[src/rtl/seq_det_param.sv]
// Parametrised serial sequence detector with overlap/non-overlap modes and a
// runtime-loadable pattern. Define SEQ_DET_MATCH_CNT_EN to build the saturating match counter.
module seq_det_param #(
  parameter int                 SEQ_LEN = 4,
  parameter logic [SEQ_LEN-1:0] PATTERN = 4'b0110,
  parameter int                 OVERLAP = 1,
  parameter int                 CNT_W   = 8
) (
  input  logic               clk,
  input  logic               rst,
  input  logic               en,
  input  logic               in,
  input  logic               load,
  input  logic [SEQ_LEN-1:0] pat_in,
  output logic               out,
  output logic [CNT_W-1:0]   match_cnt
);

  localparam int FILL_W = $clog2(SEQ_LEN + 1);
  localparam logic [FILL_W-1:0] FILL_FULL = FILL_W'(SEQ_LEN);

  logic [SEQ_LEN-1:0] pat;
  logic [SEQ_LEN-1:0] hist;
  logic [FILL_W-1:0]  fill;

  logic [SEQ_LEN-1:0] hist_n;
  logic [FILL_W-1:0]  fill_n;
  logic               match;

  always_comb begin
    hist_n = {hist[SEQ_LEN-2:0], in};
    fill_n = (fill == FILL_FULL) ? fill : fill + FILL_W'(1);
    // The fill guard keeps the zeroed history from matching an all-zero pattern.
    match  = en && !load && (hist_n == pat) && (fill_n == FILL_FULL);
  end

  // NOTE: reset is synchronous here (sampled only at the clock edge), and all
  // state uses non-blocking assignments so every register sees pre-edge values.
  always_ff @(posedge clk) begin
    if (rst) begin
      pat  <= PATTERN;
      hist <= '0;
      fill <= '0;
      out  <= 1'b0;
    end else if (load) begin
      pat  <= pat_in;
      hist <= '0;
      fill <= '0;
      out  <= 1'b0;
    end else if (en) begin
      hist <= hist_n;
      out  <= match;
      // Non-overlap mode discards the whole window after a hit.
      if (match && (OVERLAP == 0)) fill <= '0;
      else                         fill <= fill_n;
    end else begin
      out <= 1'b0;
    end
  end

`ifdef SEQ_DET_MATCH_CNT_EN
  logic [CNT_W-1:0] cnt;

  always_ff @(posedge clk) begin
    if (rst || load)               cnt <= '0;
    else if (match && (cnt != '1)) cnt <= cnt + CNT_W'(1);
  end

  assign match_cnt = cnt;
`else
  assign match_cnt = '0;
`endif

endmodule

[config.mk]
export PLATFORM = sky130hd
export DESIGN_NAME = seq_det_param
export DESIGN_NICKNAME = d
export VERILOG_FILES = /design/src/rtl/seq_det_param.sv
export SDC_FILE = /design/constraint.sdc
export NUM_CORES = 1
export LEC_CHECK = 0
export BUFFER_PORTS_ARGS = -buffer_cell sky130_fd_sc_hd__buf_4
export CAP_MARGIN = 20
export CELL_PAD_IN_SITES_DETAIL_PLACEMENT = 1
export CELL_PAD_IN_SITES_GLOBAL_PLACEMENT = 1
export CORE_AREA = 4 4 46 48
export CTS_CLUSTER_DIAMETER = 150
export DETAILED_ROUTE_END_ITERATION = 8
export DIE_AREA = 0 0 50 52
export GPL_TIMING_DRIVEN = 1
export PLACE_DENSITY_LB_ADDON = 0.1
export SYNTH_ARGS = -nofsm -noshare
export SYNTH_HDL_FRONTEND = slang
export SYNTH_SLANG_ARGS = --single-unit
[constraint.sdc]
create_clock -name clk -period 1.4 [get_ports clk]
set_input_delay 0.07 -clock clk [delete_from_list [all_inputs] [get_ports clk]]
set_output_delay 0.07 -clock clk [all_outputs]
set_load 0.02 [all_outputs]
==> impl_metrics.csv <==
group,metric,value,unit
run_status,outcome,"complete, no violations",
synth,yosys.area_share.simple,0.165,
power_and_ir_drop,leakage_power,0.335,nW
worst_setup_path,critical_path.max_fanout,5,
synth,yosys.cell_count.top_type,"dfxtp_1",
synth,yosys_reg_bits,11,
synth,synth_edf_count,0,
drt,drt-total-wl,1050,µm
die,design.core.area,0.00171,mm²
power_and_ir_drop,ir_worst_vdd,0.564,mV
timing,final_max_slew_viol_count,0,
final_layout,post_route_cells_drive_above_1_share,0.233,
die,starting_density,0.350,
timing,maxClockFrequency,757,MHz
worst_setup_path,setup.worst_path.class,"reg -> reg",
synth,main_combinational_cell_family_by_area_after_synthesis,"simple AND/OR/NAND/NOR gates",
die,num_rows,15,
timing,hold-worst-slack,0.0394,ns
drt,drt-pass1-iter-count,2,
grt,grt_util_all_layers,0.0943,
hold_path,worstHoldPathType,"in -> reg",
worst_setup_path,timing.critical_path.slowest_stage_cell,"dfxtp_1",
synth,postSynth.asyncResetShare,0,
drt,num_vias,426,
grt,grt_first_pass_wirelength,1760,µm
worst_setup_path,worstReg2RegStart,"fill[0]",
worst_setup_path,regToRegEndpoint,"out",
timing,totalNegativeSetupSlack,0,ns
synth,post_synth_fa_ha_maj_area_fraction,0.0418,
timing,finalCriticalPeriod,1.32,ns
synth,yosys-mux-area-fraction,0.100,
synth,ys_seq_area_frac,0.368,
worst_setup_path,timing.critical_path.arrival,1.54,ns
timing,setup_viol,0,
power_and_ir_drop,portion_of_total_power_attributed_to_the_clock_network,0.335,
worst_setup_path,worstPathCellList,"inv_1 -> ha_1 -> nor4b_2 -> o211a_1",
clocking,post_cts_hold_buffer_count,1,
worst_setup_path,worstRegToRegCells,4,
clocking,root_buffer,"clkbuf_4",
hold_path,hold_path_depth,3,
drt,avgViaCountPerCell,4.35,
clocking,cts_buffers,3,
timing,final_min_period_over_clock_period,0.943,
worst_setup_path,cp_data_required_time,1.61,ns
synth,synth_area_per_cell,9.80,µm²
synth,synth.top_cells.by_area,"dfxtp_1 37%, mux2i_1 10%, buf_4 10%",
synth,synthDistinctLibCells,23,
worst_setup_path,worstSetupEndpointType,"register",
grt,grt_max_degree,9,
drt,met1Wirelength,453,µm
drt,drt_first_iter_violations,2,
drt,route.met3.wl,89,µm
place,finalWeightedCongestion,0.719,
power_and_ir_drop,netsw,163,µW
grt,grt_remaining_overflow,0,
clocking,cts_htree_levels,1,
worst_setup_path,path_delay_family,"flip-flops",
synth,yosysWarningCount,0,
synth,synth-xor-area-share,0.0732,
clocking,cts.reportedPaths.clkPinSlew,0.07,ns
drt,post-route-drc-count,0,
drt,dr_wl_met2,511,µm
final_layout,antennaDiodeCount,0,
final_layout,fillers,212,
timing,finalHoldViolCount,0,
worst_setup_path,worst-path-buf-inv,1,
worst_setup_path,reg2reg_setup_slack,0.08,ns
job,max-cap-violations,0,
final_layout,sequential_cell_area,220,µm²
clocking,clock_latency,0.26,ns
worst_setup_path,slowest_cell_delay_on_critical_path,0.41,ns
power_and_ir_drop,power_frac_seq,0.517,
final_layout,finalNetCount,85,
die,die-height,52,µm
power_and_ir_drop,power.share.switching,0.254,
final_layout,syn2layout_area_growth,15.7,%
synth,synthDominantCellAreaShare,0.368,
drt,topRoutingLayerUsed,"met3",
power_and_ir_drop,p_int,479,µW
power_and_ir_drop,power.combinational.fraction,0.149,
hold_path,holdPathEnd,"pat[0]",
die,die_outline_area,0.00260,mm²
die,boundaryPins,18,
synth,synth-compound-area-share,0.0858,
worst_setup_path,setup.worst_path.start_class,"register",
power_and_ir_drop,cellPowerDensity,929,mW/mm²
grt,antenna_found_initial,0,
place,portBuffers,9,
place,detailedPlacementHpwl,839,µm
timing,worst_clock_skew,0.00166,ns
synth,dominantRegCellSynth,"dfxtp_1",
hold_path,timing.hold.worst.start,"pat_in[0]",
clocking,cts-resized-gates,0,
synth,netlist_instances,61,
clocking,cts_max_path_buffers,2,
grt,grt_pass1_vias,421,
drt,route.antenna.remaining_nets,0,
clocking,post-cts-setup-buffers,0,
die,die_w,50,µm
power_and_ir_drop,power.total,643,µW
synth,yosysTopAreaCell,"dfxtp_1",
timing,rsz0062_at_grt,"false",
clocking,clock-sinks,11,
synth,post_synth_top_cells,"11 x dfxtp_1, 8 x buf_4, 7 x nor2_1, 6 x mux2i_1, 4 x xor2_1",
clocking,tritoncts_clock_tree,"done",
synth,syn_area,598,µm²
final_layout,multiInputGateArea,309,µm²
drt,wl_per_cell,10.8,µm
## stage by stage
step | util | cells | cell area [µm²] | worst slack, ns
floorplan | - | 68 | 624 | 0.191
global placement | 0.372 | 91 | 636 | 0.117
detailed placement | 0.372 | 91 | 636 | 0.0927
CTS | 0.393 | 96 | 672 | 0.0645
global route | 0.405 | 98 | 692 | 0.00607
finish | 0.405 | 98 | 692 | 0.0797
## metal layers
layer  GRT usage  vias to the layer above
met4      0.0276                        0
met1      0.0972                      199
met3      0.0516                        0
li1            -                      212
met5           0                        -
met2       0.163                       15
## worst register-to-register path, stage by stage (launching register included)
cell and delay, ns:
dfxtp_1 0.41, inv_1 0.08, ha_1 0.33, nor4b_2 0.29, o211a_1 0.17
## area by class of cell
type / count / share of cell area
clock buffer: 4 / 0.0380
inverter: 2 / 0.0108
multi-input combinational: 44 / 0.447
sequential: 11 / 0.318
tap: 25 / 0.0452
timing repair buffer: 12 / 0.141
## cells in the final DEF, fill, tap and decap left out, types with 2 or more instances in the layout
| cell type | count |
|---|---|
| conb_1 | 8 |
| nand2_1 | 2 |
| nor2_1 | 7 |
| and2b_2 | 2 |
| xor2_1 | 4 |
| nor3_1 | 2 |
| a211o_2 | 2 |
| dlygate4sd3_1 | 3 |
| buf_4 | 9 |
| ha_1 | 2 |
| mux2i_1 | 6 |
| clkbuf_4 | 3 |
| inv_1 | 2 |
| dfxtp_1 | 11 |
## power by group through the flow
stage / clock (mW) / sequential (mW) / combinational [mW]
2_1_floorplan: 0 / 0.337 / 0.0868
3_3_place_gp: 0 / 0.339 / 0.0885
3_5_place_dp: 0 / 0.339 / 0.0895
4_1_cts: 0.232 / 0.332 / 0.0920
5_1_grt: 0.254 / 0.334 / 0.107
6_report: 0.215 / 0.332 / 0.0955
## state kept, by name (all words and copies together), names as in the netlist
signal and count:
pat 4, fill 3, hist 3, out 1
## how the worst max path moves through the flow
stage	end	cells after the start	start	slack [ns]
after floorplan	out	4	fill[0]	0.19
after global placement	out	4	fill[0]	0.12
after detailed placement	out	4	fill[0]	0.09
after CTS	out	4	fill[0]	0.06
after global routing	out	4	fill[0]	0.006
final	out	4	fill[0]	0.08
## cells by family after synthesis
group / count (synthesis)
flops: 11
simple gates: 17
fa+ha+maj: 2
buf+inv: 13
xor+xnor: 5
other cells: 1
mux: 6
compound gates: 6
No activity file was read; power rests on OpenSTA's default activity.
